$ cat config.mk
export PLATFORM = sky130hd
export DESIGN_NAME = vsmp_prog_loader
export DESIGN_NICKNAME = d
export VERILOG_FILES = /design/src/rtl/vsmp_prog_loader.sv
export SDC_FILE = /design/constraint.sdc
export NUM_CORES = 1
export LEC_CHECK = 0
export ABC_AREA = 0
export CAP_MARGIN = 5
export CORE_ASPECT_RATIO = 1.4
export CORE_MARGIN = 10
export CORE_UTILIZATION = 56
export DETAILED_ROUTE_END_ITERATION = 12
export MAX_ROUTING_LAYER = met4
export PLACE_DENSITY_LB_ADDON = 0.08
export SYNTH_ARGS = -nofsm -noshare
export SYNTH_HDL_FRONTEND = slang
export SYNTH_SLANG_ARGS = --single-unit
$ cat constraint.sdc
create_clock -name CLK -period 3.7 [get_ports CLK]
set_input_delay 0.74 -clock CLK [delete_from_list [all_inputs] [get_ports CLK]]
set_output_delay 0.74 -clock CLK [all_outputs]
set_load 0.01 [all_outputs]
$ cat src/rtl/vsmp_prog_loader.sv
// Serial program writer: receives 8N1 framed bytes on RXD and fills the four VSMP program images.
// Optional even-parity bit (11-bit frame, PAR_ERR output) when VSMP_LOADER_PARITY_EN is defined.
module vsmp_prog_loader #(
  parameter int CLKS_PER_BIT = 16,
  parameter int SYNC_STAGES  = 2
) (
  input  logic       CLK,
  input  logic       RST,
  input  logic       RXD,
  input  logic       LOAD_CLR,
  output logic [7:0] MEME1,
  output logic [7:0] MEME2,
  output logic [7:0] MEME3,
  output logic [7:0] MEME4,
  output logic       BYTE_STROBE,
  output logic [1:0] BYTE_IDX,
  output logic       LOAD_DONE,
  output logic       CPU_HOLD,
`ifdef VSMP_LOADER_PARITY_EN
  output logic       PAR_ERR,
`endif
  output logic       FRAME_ERR
);

  localparam int TW = (CLKS_PER_BIT > 2) ? $clog2(CLKS_PER_BIT) : 1;
  localparam logic [TW-1:0] HALF_LOAD = TW'(CLKS_PER_BIT / 2 - 1);
  localparam logic [TW-1:0] FULL_LOAD = TW'(CLKS_PER_BIT - 1);

  typedef enum logic [2:0] {
    IDLE,
    START,
    DATA,
`ifdef VSMP_LOADER_PARITY_EN
    PARITY,
`endif
    STOP,
    WRITE
  } state_t;

  state_t                 state_reg, state_next;
  logic [SYNC_STAGES-1:0] sync_reg;
  logic [TW-1:0]          tick_reg, tick_next;
  logic [2:0]             bitcnt_reg, bitcnt_next;
  logic [7:0]             shift_reg, shift_next;
  logic                   break_reg, break_next;
  logic                   frame_err_reg, frame_err_next;
  logic [7:0]             image_reg [4];
  logic [1:0]             idx_reg;
  logic                   done_reg;
  logic                   rxs;
  logic                   tick_zero;
`ifdef VSMP_LOADER_PARITY_EN
  logic                   par_bad_reg, par_bad_next;
  logic                   par_err_reg, par_err_next;
`endif

  assign rxs       = sync_reg[SYNC_STAGES-1];
  assign tick_zero = (tick_reg == '0);

  always_comb begin
    state_next     = state_reg;
    tick_next      = tick_reg;
    bitcnt_next    = bitcnt_reg;
    shift_next     = shift_reg;
    break_next     = break_reg;
    frame_err_next = 1'b0;
`ifdef VSMP_LOADER_PARITY_EN
    par_bad_next   = par_bad_reg;
    par_err_next   = 1'b0;
`endif
    case (state_reg)
      IDLE: begin
        // After a line-low break the line must return high before a new start can arm.
        if (rxs) begin
          break_next = 1'b0;
        end else if (!break_reg) begin
          state_next = START;
          tick_next  = HALF_LOAD;
        end
      end
      START: begin
        if (!tick_zero) begin
          tick_next = tick_reg - TW'(1);
        end else if (rxs) begin
          state_next = IDLE;
        end else begin
          state_next  = DATA;
          bitcnt_next = 3'd0;
          tick_next   = FULL_LOAD;
        end
      end
      DATA: begin
        if (!tick_zero) begin
          tick_next = tick_reg - TW'(1);
        end else begin
          shift_next[bitcnt_reg] = rxs;
          tick_next              = FULL_LOAD;
          if (bitcnt_reg == 3'd7) begin
`ifdef VSMP_LOADER_PARITY_EN
            state_next = PARITY;
`else
            state_next = STOP;
`endif
          end else begin
            bitcnt_next = bitcnt_reg + 3'd1;
          end
        end
      end
`ifdef VSMP_LOADER_PARITY_EN
      PARITY: begin
        if (!tick_zero) begin
          tick_next = tick_reg - TW'(1);
        end else begin
          par_bad_next = (^shift_reg) ^ rxs;
          tick_next    = FULL_LOAD;
          state_next   = STOP;
        end
      end
`endif
      STOP: begin
        if (!tick_zero) begin
          tick_next = tick_reg - TW'(1);
        end else begin
          state_next = IDLE;
          if (!rxs) begin
            frame_err_next = 1'b1;
            break_next     = 1'b1;
          end else begin
            state_next = WRITE;
          end
`ifdef VSMP_LOADER_PARITY_EN
          if (par_bad_reg) begin
            par_err_next = 1'b1;
            state_next   = IDLE;
          end
`endif
        end
      end
      WRITE: state_next = IDLE;
      default: state_next = IDLE;
    endcase
    if (LOAD_CLR) state_next = IDLE;
  end

  always_ff @(posedge CLK) begin
    if (RST) begin
      state_reg     <= IDLE;
      sync_reg      <= '1;
      tick_reg      <= '0;
      bitcnt_reg    <= 3'd0;
      shift_reg     <= 8'h00;
      break_reg     <= 1'b0;
      frame_err_reg <= 1'b0;
      idx_reg       <= 2'd0;
      done_reg      <= 1'b0;
      for (int i = 0; i < 4; i++) image_reg[i] <= 8'h00;
`ifdef VSMP_LOADER_PARITY_EN
      par_bad_reg   <= 1'b0;
      par_err_reg   <= 1'b0;
`endif
    end else begin
      state_reg     <= state_next;
      sync_reg      <= {sync_reg[SYNC_STAGES-2:0], RXD};
      tick_reg      <= tick_next;
      bitcnt_reg    <= bitcnt_next;
      shift_reg     <= shift_next;
      break_reg     <= break_next;
      frame_err_reg <= frame_err_next;
`ifdef VSMP_LOADER_PARITY_EN
      par_bad_reg   <= par_bad_next;
      par_err_reg   <= par_err_next;
`endif
      // LOAD_CLR outranks a coincident WRITE: the byte is dropped.
      if (LOAD_CLR) begin
        idx_reg  <= 2'd0;
        done_reg <= 1'b0;
      end else if (state_reg == WRITE) begin
        image_reg[idx_reg] <= shift_reg;
        idx_reg            <= idx_reg + 2'd1;
        done_reg           <= (idx_reg == 2'd3);
      end
    end
  end

  assign MEME1       = image_reg[0];
  assign MEME2       = image_reg[1];
  assign MEME3       = image_reg[2];
  assign MEME4       = image_reg[3];
  assign BYTE_STROBE = (state_reg == WRITE) && !LOAD_CLR && !RST;
  assign BYTE_IDX    = idx_reg;
  assign LOAD_DONE   = done_reg;
  assign CPU_HOLD    = ~done_reg;
  assign FRAME_ERR   = frame_err_reg;
`ifdef VSMP_LOADER_PARITY_EN
  assign PAR_ERR     = par_err_reg;
`endif

endmodule

==> impl_results.md <==
* Result of the run: completed
* Worst Tran Pin Value at 0.6684 ns
* Unrepaired setup endpoints after global routing: false
* Number of routed nets with antenna violations at 0
* Total number of placement rows at 28
* Largest net degree at the start of global routing at 23
* Number of DRC violations after detailed routing at 0
* Overall overflow remaining after global route at 0
* Worst setup path startpoint: LOAD_CLR
* Aggregate routed wire length at 4.944 mm
* Critical Path RT at 2.96 ns
* Synth Cell Area at approximately 0.0024 mm2
* Layout area overhead at 28.01%
* Number of buffers inserted for hold repair after clock tree synthesis at 0
* Post-synth top area cell: sky130_fd_sc_hd__edfxtp_1
* Count of TritonRoute iterations in the first routing pass at 4
* Top-area cell type share of the netlist area at roughly two fifths
* Antenna violations before repair at 0
* Setup slack after layout at roughly 0.32 ns
* Number of register bits inferred by synthesis at 57
* Flip-flop count of the largest register after layout at 32
* Count of flip-flops with a built-in enable after synthesis at 32
* Tmin final at roughly 3.4 ns
* Highest clock rate at just under 300 MHz
* Routed len/inst at around 16 um
* Number of CTS-inserted buffers at 9
* Height of the die at 98.02 um
* Port Buffer Count at between 40 and 50
* Sequential-to-total area share from yosys stat at 60.02%
* Placed instance area at 0.002897 mm2
* Total of cells resized after clock tree synthesis at 0
* Number of global-route vias before repair at 1618
* Final number of hold-violating endpoints at 0
* Vias per cell at about 5.5
* Starting density of the core at 57.92%
* Total routing resource utilization after global routing at 14.95%
* Reg-to-reg critical path startpoint: state_reg[2]
* Number of max-slew violations in the final report at 0
* Setup clock skew after layout at 0.005483 ns
* Count of fill cells added during filler insertion at 300
* Initial DRC Count at 81
* Max VDD drop at 394.6 uV
* Hold crit path type: reg2reg
* Global-route wire length before repair at approximately 8.1 mm
* Core Region at 0.004204 mm2
* Total Power Consumption at 1.414 mW
* CTS tree: yes
* Kind of end point of the critical path: output port
* Kind of critical path: in2out
* Number of standard cells after synthesis at 208
* Io pins at 42
* Maximum number of buffers from clock root to sink at 2
* Number of sinks driven by the clock tree at 57
* Clock-pin slew reported for the worst setup and hold paths after clock tree synthesis at ~0.070 ns
* Clock root buffer: sky130_fd_sc_hd__clkbuf_8
* Die Outline Area at 0.007423 mm2
* PD cells at 453.8 mW/mm2
* Die W at around 76 um
* Sum Neg Setup Slack at 0 ns
* Syn nets at approximately 220
* Half-perimeter wire length of the detailed placement result at between 3 and 4 mm
* Critical-path maximum fanout at 9
* Yosys warnings at 0
* Post-synthesis cell type count at 40
* Total Nets Final at 264
* Hold_ws at 0.4158 ns
* Startpoint type of the worst setup path: primary input
* Layout cells sized above 1 at roughly an eighth
* Clock latency at the later pin of the worst-skew pair at between 0.3 and 0.4 ns
* Post-CTS repair timing setup buffer count at 0
* Final setup fails at 0
* Overall via count from detail_route at ~1700
* N_diodes at 0
* Worst slew margin relative to its limit at 54.81%
* Finished layout cell area at 0.003117 mm2
* Standby leakage power at 1.210 nW
* Crit path DAT at approximately 2.6 ns
* Average cell area after synthesis at 11.71 um2
* Synth Flop Type: sky130_fd_sc_hd__edfxtp_1
* RD Place Congestion at 0.8362
* Pre-CTS setup slack at 0.3084 ns
* Reported max-cap violation count at 0
* Share of flip-flops with an asynchronous set or reset after synthesis at 0%
* Area contributors post-synth: sky130_fd_sc_hd__edfxtp_1 39%, sky130_fd_sc_hd__dfxtp_1 21%, sky130_fd_sc_hd__and2_1 8.2%
* Worst hold start: sync_reg[0]
* Period Utilization, post-route at slightly above 90%
* Number of levels in the clock H-tree at 3
==> per-stage QoR <==
stage                     cells  utilization, %
after floorplan             208               -
after global placement      290           68.90
after CTS                   306           74.14
after detailed placement    290           68.90
final                       306           74.14
after global routing        306           74.14
==> layout by cell type (no fill, tap or decap), drive strengths merged, types with 3 or more instances in the layout <==
master | Yosys | routed
clkdlybuf4s50 | 0 | 41
and2 | 32 | 32
edfxtp | 32 | 32
dfxtp | 25 | 25
nor2 | 22 | 22
clkbuf | 6 | 11
mux2i | 9 | 9
inv | 8 | 8
nand3 | 8 | 8
or2 | 8 | 8
nor3 | 7 | 7
nand2 | 5 | 5
a21oi | 5 | 5
ha | 4 | 4
nor3b | 4 | 4
nand4 | 3 | 3
o21ai | 3 | 3
a211oi | 3 | 3
buf | 1 | 3
==> logic make-up (layout without fill, tap and decap cells) <==
logic type      after synthesis  after routing  synth area share [%]
buf+inv                      15             68                 2.364
flops                        57             57                 60.02
simple gates                102            102                 25.44
mux                          10             10                 4.162
compound gates               19             19                 5.601
xor+xnor                      1              1                0.3598
fa+ha+maj                     4              4                 2.056
==> cells in the mapped netlist (all sizes together) (2+ instances only) <==
| master | n |
|---|---|
| and2 | 32 |
| edfxtp | 32 |
| dfxtp | 25 |
| nor2 | 22 |
| mux2i | 9 |
| inv | 8 |
| nand3 | 8 |
| or2 | 8 |
| nor3 | 7 |
| clkbuf | 6 |
| a21oi | 5 |
| nand2 | 5 |
| ha | 4 |
| nor3b | 4 |
| a211oi | 3 |
| nand4 | 3 |
| o21ai | 3 |
| a22o | 2 |
| nor2b | 2 |
| nor4bb | 2 |
| o31ai | 2 |
| or3 | 2 |
| or4 | 2 |
==> worst max-delay path, cell delays in order <==
cell and delay (ns):
sky130_fd_sc_hd__clkdlybuf4s50_1 0.41, sky130_fd_sc_hd__or2_1 0.24, sky130_fd_sc_hd__or4_4 0.49, sky130_fd_sc_hd__inv_1 0.18, sky130_fd_sc_hd__clkdlybuf4s50_1 0.58
==> layout make-up <==
type,count,area [um2],area share [%]
Multi-Input combinational cell,136,915.9,29.39
Timing Repair Buffer,44,432.9,13.89
Sequential cell,57,1461,46.89
Inverter,8,30.03,0.9635
Clock inverter,5,78.83,2.529
Tap cell,45,56.30,1.807
Clock buffer,11,141.4,4.536
==> power by group <==
group	internal (mW)	leakage (nW)	switching, mW
logic	0.0398	0.574	0.0431
registers	0.683	0.533	0.00969
clock network	0.395	0.103	0.244
==> final timing paths <==
check	cells after the start	to	slack, ns
setup / recovery	5	BYTE_STROBE	0.32
hold / removal	1	sync_reg[1]	0.42
setup reg to reg	4	image_reg[2][0]	1.42
hold reg to reg	1	sync_reg[1]	0.42
==> per-layer routing <==
layer,wire length (um),track usage (%),vias to the layer above
met5,0,-,-
met4,116,7.891,0
met3,289,4.863,11
met2,2572,24.62,46
met1,1966,15.04,775
li1,-,-,838
Power figures use the tool's default switching activity.
